## config.mk

```make
export PLATFORM = sky130hd
export DESIGN_NAME = fetch_align
export DESIGN_NICKNAME = d
export VERILOG_FILES = /design/src/rtl/fetch_align_pkg.sv /design/src/rtl/hw_queue.sv /design/src/rtl/fetch_align.sv
export SDC_FILE = /design/constraint.sdc
export NUM_CORES = 1
export LEC_CHECK = 0
export ABC_CLOCK_PERIOD_IN_PS = 4200
export BUFFER_PORTS_ARGS = -buffer_cell sky130_fd_sc_hd__buf_2
export CORE_ASPECT_RATIO = 0.6
export CORE_MARGIN = 3
export CORE_UTILIZATION = 55
export CTS_CLUSTER_SIZE = 10
export DETAILED_ROUTE_END_ITERATION = 10
export GPL_TIMING_DRIVEN = 0
export PLACE_DENSITY = 0.8
export SLEW_MARGIN = 10
export SYNTH_ARGS = -nofsm -noshare
export SYNTH_HDL_FRONTEND = slang
export SYNTH_HIERARCHICAL = 1
export SYNTH_SLANG_ARGS = --single-unit
```

## constraint.sdc

```tcl
create_clock -name clk -period 4.2 [get_ports clk]
set_input_delay 0.21 -clock clk [delete_from_list [all_inputs] [get_ports clk]]
set_output_delay 0.21 -clock clk [all_outputs]
set_load 0.1 [all_outputs]
```

## src/rtl/fetch_align_pkg.sv

```systemverilog
// rtl/fetch_align_pkg.sv - shared constants and types for the fetch/align stage
// Contents: reset PC, decoder step encodings, halfword/word types, step decode helper.
package fetch_align_pkg;

    localparam logic [31:0] FETCH_RESET_PC = 32'h0000_0000;

    localparam logic [1:0] STEP_16 = 2'h1;
    localparam logic [1:0] STEP_32 = 2'h2;

    typedef logic [15:0] halfword_t;
    typedef logic [31:0] word_t;

    // Encodings 0 and 3 alias to the nearest legal step (1 and 2 halfwords).
    function automatic logic [1:0] step_halfwords(input logic [1:0] step);
        return (step == 2'd2 || step == 2'd3) ? STEP_32 : STEP_16;
    endfunction

endpackage

```

## src/rtl/hw_queue.sv

```systemverilog
// rtl/hw_queue.sv - QDEPTH x 16 circular halfword queue with dual push/pop
// Ports: clk, resetN (async active-low), flush, push_n/push_lo/push_hi (0..2 writes),
//        pop_n (0..2 reads), count_next (post-update occupancy), two_valid (registered
//        count >= 2), head/head1 (slots at read pointer and read pointer + 1).
module hw_queue
    import fetch_align_pkg::*;
#(
    parameter int QDEPTH = 8
) (
    input  logic                      clk,
    input  logic                      resetN,
    input  logic                      flush,
    input  logic [1:0]                push_n,
    input  halfword_t                 push_lo,
    input  halfword_t                 push_hi,
    input  logic [1:0]                pop_n,
    output logic [$clog2(QDEPTH):0]   count_next,
    output logic                      two_valid,
    output halfword_t                 head,
    output halfword_t                 head1
);

    localparam int PW = $clog2(QDEPTH);
    localparam int CW = PW + 1;

    halfword_t       mem [QDEPTH];
    logic [PW-1:0]   rd_ptr;
    logic [PW-1:0]   wr_ptr;
    logic [PW-1:0]   rd_ptr1;
    logic [PW-1:0]   wr_ptr1;
    logic [CW-1:0]   count;

    // Pointers are exactly log2(QDEPTH) wide, so +1 wraps naturally.
    assign rd_ptr1 = rd_ptr + PW'(1);
    assign wr_ptr1 = wr_ptr + PW'(1);

    assign head  = mem[rd_ptr];
    assign head1 = mem[rd_ptr1];

    assign count_next = flush ? '0 : (count + CW'(push_n) - CW'(pop_n));

    always_ff @(posedge clk or negedge resetN) begin
        if (!resetN) begin
            rd_ptr    <= '0;
            wr_ptr    <= '0;
            count     <= '0;
            two_valid <= 1'b0;
            for (int i = 0; i < QDEPTH; i++) begin
                mem[i] <= '0;
            end
        end else begin
            count     <= count_next;
            two_valid <= (count_next >= CW'(2));
            if (flush) begin
                rd_ptr <= '0;
                wr_ptr <= '0;
            end else begin
                if (push_n != 2'd0) begin
                    mem[wr_ptr] <= push_lo;
                end
                if (push_n == 2'd2) begin
                    mem[wr_ptr1] <= push_hi;
                end
                wr_ptr <= wr_ptr + PW'(push_n);
                rd_ptr <= rd_ptr + PW'(pop_n);
            end
        end
    end

endmodule

```

## src/rtl/fetch_align.sv

```systemverilog
// rtl/fetch_align.sv - instruction fetch and halfword alignment ahead of the decoder
// Ports: clk, resetN (async active-low); memReq/memAddr/memAck/memData fetch port;
//        istrWord/istrPc/istrValid decode window; idAdvance/idStepPc decoder consume;
//        brRedirect/brTarget branch redirect.
module fetch_align
    import fetch_align_pkg::*;
#(
    parameter int          QDEPTH   = 8,
    parameter logic [31:0] RESET_PC = FETCH_RESET_PC
) (
    input  logic        clk,
    input  logic        resetN,
    output logic        memReq,
    output logic [31:0] memAddr,
    input  logic        memAck,
    input  logic [31:0] memData,
    output logic [31:0] istrWord,
    output logic [31:0] istrPc,
    output logic        istrValid,
    input  logic        idAdvance,
    input  logic [1:0]  idStepPc,
    input  logic        brRedirect,
    input  logic [31:0] brTarget
);

    localparam int CW = $clog2(QDEPTH) + 1;

    word_t           fetch_pc;
    word_t           fetch_pc_next;
    logic            pending;
    logic            kill;
    logic            skip_hi;
    logic            ack_acc;
    logic            ack_use;
    logic            pop_en;
    logic            issue;
    logic [1:0]      step;
    logic [1:0]      push_n;
    logic [1:0]      pop_n;
    logic [CW-1:0]   count_next;
    halfword_t       head;
    halfword_t       head1;

    assign step = step_halfwords(idStepPc);

    // A stray ack with nothing outstanding is ignored.
    assign ack_acc = memAck & pending;
    assign ack_use = ack_acc & ~kill & ~brRedirect;
    assign pop_en  = idAdvance & istrValid & ~brRedirect;
    assign pop_n   = pop_en ? step : 2'd0;
    assign push_n  = ack_use ? (skip_hi ? 2'd1 : 2'd2) : 2'd0;

    assign fetch_pc_next = brRedirect ? (brTarget & ~32'd3)
                         : ack_use    ? (fetch_pc + 32'd4)
                         :              fetch_pc;

    // Issue decision uses the post-update occupancy, which reserves room for
    // the whole response and lets a new request follow an ack back to back.
    assign issue = (~pending | ack_acc) & (count_next <= CW'(QDEPTH - 2));

    assign memReq   = pending;
    assign istrWord = {head1, head};

    hw_queue #(
        .QDEPTH (QDEPTH)
    ) u_queue (
        .clk        (clk),
        .resetN     (resetN),
        .flush      (brRedirect),
        .push_n     (push_n),
        .push_lo    (skip_hi ? memData[31:16] : memData[15:0]),
        .push_hi    (memData[31:16]),
        .pop_n      (pop_n),
        .count_next (count_next),
        .two_valid  (istrValid),
        .head       (head),
        .head1      (head1)
    );

    always_ff @(posedge clk or negedge resetN) begin
        if (!resetN) begin
            fetch_pc <= RESET_PC;
            memAddr  <= RESET_PC;
            istrPc   <= RESET_PC;
            pending  <= 1'b0;
            kill     <= 1'b0;
            skip_hi  <= 1'b0;
        end else begin
            fetch_pc <= fetch_pc_next;

            // memAddr only moves when a new request is issued, so a killed
            // request keeps its address on the bus until acked.
            if (issue) begin
                memAddr <= fetch_pc_next;
                pending <= 1'b1;
            end else if (ack_acc) begin
                pending <= 1'b0;
            end

            if (brRedirect) begin
                kill    <= pending & ~ack_acc;
                skip_hi <= brTarget[1];
                istrPc  <= brTarget & ~32'd1;
            end else begin
                if (ack_acc) begin
                    kill <= 1'b0;
                end
                if (ack_use) begin
                    skip_hi <= 1'b0;
                end
                if (pop_en) begin
                    istrPc <= istrPc + {29'd0, step, 1'b0};
                end
            end
        end
    end

endmodule

```

# Yosys cells after proc, flatten, opt, wreduce, memory -nomap -nowiden
# Cells that the tools add are included.
# totals
word_cells,93
ram_bits,0
output_inout_bits,98
memories,0
latchBits,0
in_bits,71
rom_bits,0
register_bits,238
# op_classes
add_sub_neg,8
shift,0
reduce_logical,8
eq_ne,3
mux,32
order_cmp,8
n_div,0
bitwise_logic,16
mul,0
# ops
op,count
128-bit 2-to-1 mux,3
128-bit bitwise mux,2
32-bit 2-to-1 mux,4
16-bit 2-to-1 mux,7
16-bit binary-select mux with 3-bit select,2
16-bit demux with 3-bit select,2
32-bit by 3-bit adder with 32-bit output,1
32-bit by 3-bit adder with 32-bit output (second input constant),1
4-bit >= comparator (second input constant),4
3-bit NOT with 4-bit output,4
2-bit nonzero test,5
4-bit by 1-bit less-than comparator with 1-bit output (second input constant),2
2-bit 2-to-1 mux,4
1-bit bitwise AND,7
3-bit by 1-bit adder with 3-bit output (second input constant),2
3-bit by 2-bit adder with 3-bit output,2
2-bit == test (second input constant),3
3-bit 2-to-1 mux,2
1-bit 2-to-1 mux,5
4-bit by 2-bit adder with 4-bit output,1
4-bit by 2-bit >= comparator with 1-bit output (second input constant),1
4-bit by 3-bit <= comparator with 1-bit output (second input constant),1
4-bit 2-to-1 mux,1
1-bit NOT,4
4 further kinds,5

# Logic depth before layout (Yosys ltp)
# logic_depth
depth_word,10
depth_mapped,18
ltp_nobuf,14

# By module
# The synthesis kept the hierarchy.
# by_module_without_submodules
module,area_per_inst_um2,instances,seq_area_each_um2,cells_per_inst
hw_queue,9589.2,1,3478.3,985
fetch_align,5108.6,1,2452.4,510

# Worst setup path after synthesis
# Ideal clock, no wire load.
# synth_path
path_type,reg2reg
startpoint,register pending (netlist: memReq)
endpoint,register memAddr[0]
period_less_slack_ns,4.582
n_path_buf,4
setup_time_ns,0.125
stages_incl_launch_ff,18
path_slack_ns,-0.382
arrival_ns,4.457
required_ns,4.075
path_cell_list,dfrtp_1 and3b_1 clkbuf_1 nand2_1 nor2_1 buf_2 inv_1 fa_1 inv_1 fa_1 xnor2_1 nor2_1 and3_1 nor2_1 and2_1 clkbuf_1 clkbuf_1 mux2_2
# synth_between
elab_chain_len,9
word_cells_on_any_way,13
cone_classes,add/sub (2); order compare (1); mux (4); bitwise (6)
# synth_rtl
item,line_no,text
"start, declared",fetch_align.sv:30,logic pending;
"start signal, assigned",fetch_align.sv:85,pending <= 1'b0;
"start signal, assigned",fetch_align.sv:95,pending <= 1'b1;
"start signal, assigned",fetch_align.sv:97,pending <= 1'b0;
1-bit bitwise AND,fetch_align.sv:47,assign ack_acc = memAck & pending;
1-bit bitwise AND (2 in a row),fetch_align.sv:48,assign ack_use = ack_acc & ~kill & ~brRedirect;
2-bit 2-to-1 mux,fetch_align.sv:51,assign push_n = ack_use ? (skip_hi ? 2'd1 : 2'd2) : 2'd0;
named net push_n[1],fetch_align.sv:38,logic [1:0] push_n;
4-bit by 2-bit adder with 4-bit output,hw_queue.sv:40,assign count_next = flush ? '0 : (count + CW'(push_n) - CW'(pop_n));
4-bit by 2-bit subtractor with 4-bit output,hw_queue.sv:40,
4-bit 2-to-1 mux,hw_queue.sv:40,
named net count_next[2],fetch_align.sv:40,logic [CW-1:0] count_next;
4-bit by 3-bit <= comparator with 1-bit output,fetch_align.sv:59,assign issue = (~pending | ack_acc) & (count_next <= CW'(QDEPTH - 2));
1-bit bitwise AND,fetch_align.sv:59,
"end signal, assigned",fetch_align.sv:94,memAddr <= fetch_pc_next;
"end, declared",fetch_align.sv:14,"output logic [31:0] memAddr,"
# The timed path passes the listed nets, and every way through them passes these cells.
# A chain may end at the register's enable or synchronous reset.

# Worst setup path after layout
# layout_path
startpoint,register u_queue.rd_ptr[0]
endpoint,output port istrWord[29]
# layout_between
elab_chain_len,5
# layout_rtl
item,line_no,text
"start, declared",hw_queue.sv:27,logic [PW-1:0] rd_ptr;
"start signal, assigned",hw_queue.sv:65,rd_ptr <= rd_ptr + PW'(pop_n);
3-bit by 1-bit adder with 3-bit output,hw_queue.sv:34,assign rd_ptr1 = rd_ptr + PW'(1);
3-bit NOT with 4-bit output (implied by the code),hw_queue.sv:38,assign head1 = mem[rd_ptr1];
16-bit binary-select mux with 3-bit select,hw_queue.sv:38,
16-bit 2-to-1 mux (implied by the code) (2 in a row),hw_queue.sv:38,
"end, declared",fetch_align.sv:17,"output logic [31:0] istrWord,"
# No other way between the ends. The select of a mux whose other input is x is not followed.

==> flow_metrics.tcl <==
set metrics [dict create \
    finalPower_mw 11.41 \
    drc 0 \
    fp.dieW_um 217.0 \
    antenna_found_initial 1 \
    initial_utilization_pct 57.00 \
    nets 1804 \
    clock-root-buffer "clkbuf_16" \
    synth.largest_area_cell "dfrtp_1" \
    cts_buffer_depth 3 \
    reg2reg_depth 15 \
    synth-simple-area-share_pct 18.02 \
    hold_depth 3 \
    final-hold-violation-count 0 \
    timing.fmax_mhz 243.8 \
    dr.pass1.iters 6 \
    tightest_slew_ns 1.217 \
    synth.area.top_cells "dfrtp_1, mux4_2, nor3_1, a21oi_1, a211oi_1" \
    area_growth_pct 16.05 \
    synthFlopType "dfrtp_1" \
    cts_max_level 1 \
    multiInputGateArea_mm2 0.007966 \
    synthCells 1495 \
    synth.distinct_cells 63 \
    cts_sinks 237 \
    path_clk_slew_ns 0.06 \
    ant_nets 0 \
    synth-compound-area-share_pct 16.65 \
    fill_cells 2102 \
    critPathRequiredTime_ns 3.99 \
    viasPerCell 6.926 \
    hp-class "primary input to flip-flop" \
    yosysSeqAreaShare_pct 40.35 \
    dr_wl_met2_mm 22.04 \
    cp_max_fo 10 \
    endpoint_kind "output port" \
    ys_ff_latch 237 \
    cellLeakagePower_nw 6.521 \
    critical_path_class "flip-flop to output port" \
    wl_met1_mm 22.77 \
    cts_setup_buffers 0 \
    final_area_mm2 0.01706 \
    coreArea_mm2 0.02579 \
    synth.area.mux_share_pct 14.45 \
    cp.arrival_ns 3.89 \
    rows 45 \
    regArea_mm2 0.005936 \
    routed_wl_mm 56.15 \
    io_buffers 165 \
    place_inst 2014 \
    wl_met3_mm 9.986 \
    clk_latency_ns 0.55 \
    vias 14350 \
    cts_buffers 27 \
    final_max_slew_viol_count 0 \
    syn_nets 1582 \
    cts_tree "built" \
    p_per_area_mw_per_mm2 668.9 \
    top_layer "met5" \
    cap_viol_max_count 0 \
    synth.top_cell.area_share_pct 40.35 \
    peakVddDrop_mv 0.6273 \
    synth_enable_flop_cells 0 \
    die_area_mm2 0.02878 \
    placed_area_mm2 0.01604 \
    synth_top_family_by_area "simple AND/OR/NAND/NOR gates" \
    grt_max_degree 89 \
    grt_pass1_vias 13837 \
    setup_viol 0 \
    cp-start-kind "flip-flop" \
    track_usage_pct 38.23 \
    yosysWarnings 6 \
    synthArstFlopShare_pct 100.0 \
    antenna_cells 0 \
    place_hpwl_mm 41.26 \
    finClkSkew_ns 0.01849 \
    rsz0062_at_grt "false" \
    slew_headroom_pct 18.86 \
    ioPinCount 169 \
    fin_cells 2072 \
    grt_overflow_total 0 \
    drt_iter0_markers 2339 \
    chipHeight_um 132.6 \
    syn_area_mm2 0.01470 \
    drive_gt1_share_pct 24.83 \
    wl_per_cell_um 27.10 \
    synth-adder-area-share_pct 1.617 \
    grt_pass1_wl_mm 84.27 \
    synth-xor-area-share_pct 3.277 \
    gp_congestion 1.029 \
    status "finished, final reports clean" \
    syn_avg_cell_area_um2 9.831 \
    final.period_utilization_pct 97.68 \
    period_needed_ns 4.102 \
]
==> cell usage after synthesis, drive strengths merged (8+ instances only) <==
| cell | n |
|---|---|
| or2 | 34 |
| nor2b | 8 |
| nor2 | 66 |
| a221oi | 11 |
| o32ai | 16 |
| buf | 48 |
| nand4 | 25 |
| o31ai | 11 |
| a21oi | 191 |
| xor2 | 32 |
| xnor2 | 23 |
| dfrtp | 237 |
| nand3 | 25 |
| mux4 | 64 |
| or3 | 8 |
| and3 | 12 |
| nor3 | 238 |
| mux2 | 58 |
| ha | 11 |
| inv | 17 |
| clkbuf | 134 |
| a211oi | 112 |
| nand2 | 37 |
==> final timing paths <==
check | from | slack (ns) | endpoint
hold reg to reg | memAddr[23] | 0.47 | memAddr[23]
max in group asynchronous | resetN | 3.11 | u_queue/mem[29]
setup reg to reg | kill | 0.26 | memAddr[10]
setup / recovery | u_queue/rd_ptr[0] | 0.1 | istrWord[29]
hold / removal | brTarget[6] | 0.03 | istrPc[6]
min in group asynchronous | resetN | 0.21 | istrPc[10]
==> per-stage QoR <==
step | utilization, % | worst slack (ns) | TNS, ns | hold WS, ns
after floorplan | - | 0.03686 | 0 | -0.08559
after CTS | 66.05 | 0.006199 | 0 | 0.01251
final | 66.14 | 0.09753 | 0 | 0.03037
after detailed placement | 62.20 | -0.6927 | -14.25 | 0.2120
after global placement | 61.92 | -2.216 | -340.67 | 0.4633
after global routing | 66.14 | 0.02110 | 0 | 0.04892
==> worst max-delay path, cell delays in order, from the launching register on <==
cell and delay (ns):
dfrtp_1 0.40, buf_2 0.35, clkbuf_1 0.71, buf_1 0.84, mux4_2 0.43, mux2_2 0.29, buf_2 0.30
==> logic make-up (layout without fill, tap and decap cells) <==
family	count (synthesis)	after routing
and+or+nand+nor	492	492
AOI/OAI and AO/OA	369	369
DFF	237	237
buffers and inverters	200	425
muxes	125	125
xor gates and xnor gates	55	55
adders and majority gates	16	16
other	1	1
==> placed cells by master (no fill, tap or decap), types with 7 or more instances in the layout <==
master and count:
buf_2 171, and3_1 10, buf_1 29, a21oi_1 191, xor2_1 32, mux4_2 64
nor2b_1 8, nand4_1 21, dfrtp_1 235, nand3_1 25, o21ai_0 7, clkbuf_1 127
a211oi_2 20, nand2b_1 7, mux2_2 58, ha_1 11, o31ai_1 11, nor2_1 64
or2_2 34, a211oi_1 92, nand2_1 36, o32ai_1 16, or3_1 8, clkbuf_16 27
dlygate4sd3_1 29, nor3_1 237, inv_1 17, xnor2_1 23
==> routing by layer <==
metal  up-vias  GRT usage [%]
li1       5996              -
met1      7010          57.08
met2      1205          49.89
met3       137          17.86
met4         2          9.374
met5         -              0
==> cell type report <==
class | count | share of cell area [%]
repair buffers | 196 | 6.925
plain buffers | 179 | 4.489
clock buffers | 31 | 4.049
clock inverters | 1 | 0.05135
inverters | 18 | 0.3961
well taps | 352 | 2.582
multi-input cells | 1058 | 46.71
flip-flops and latches | 237 | 34.80
==> registers in the layout, indices dropped and copies added (netlist names), 3 cells and up <==
register        count
fetch_pc           32
u_queue/wr_ptr      3
u_queue/count       4
u_queue/rd_ptr      3
u_queue/mem       128
memAddr            32
istrPc             31
==> power by group <==
group	total [mW]	internal [mW]	leakage, nW	switching (mW)
Sequential	3.43	2.88	2.93	0.555
Combinational	5.91	1.50	3.25	4.41
Clock	2.07	1.14	0.342	0.929
Total	11.4	5.51	6.52	5.89
==> what timing repair did <==
| action | CTS | global route |
|---|---|---|
| pin swaps | 0 | 0 |
| gates cloned | 0 | 0 |
| hold buffers | 29 | 0 |
| hold endpoints to repair | 116 | 0 |
| gates resized for setup | 9 | 16 |
| endpoints found under the setup margin | 32 | 30 |
No activity file was read; power rests on OpenSTA's default activity.
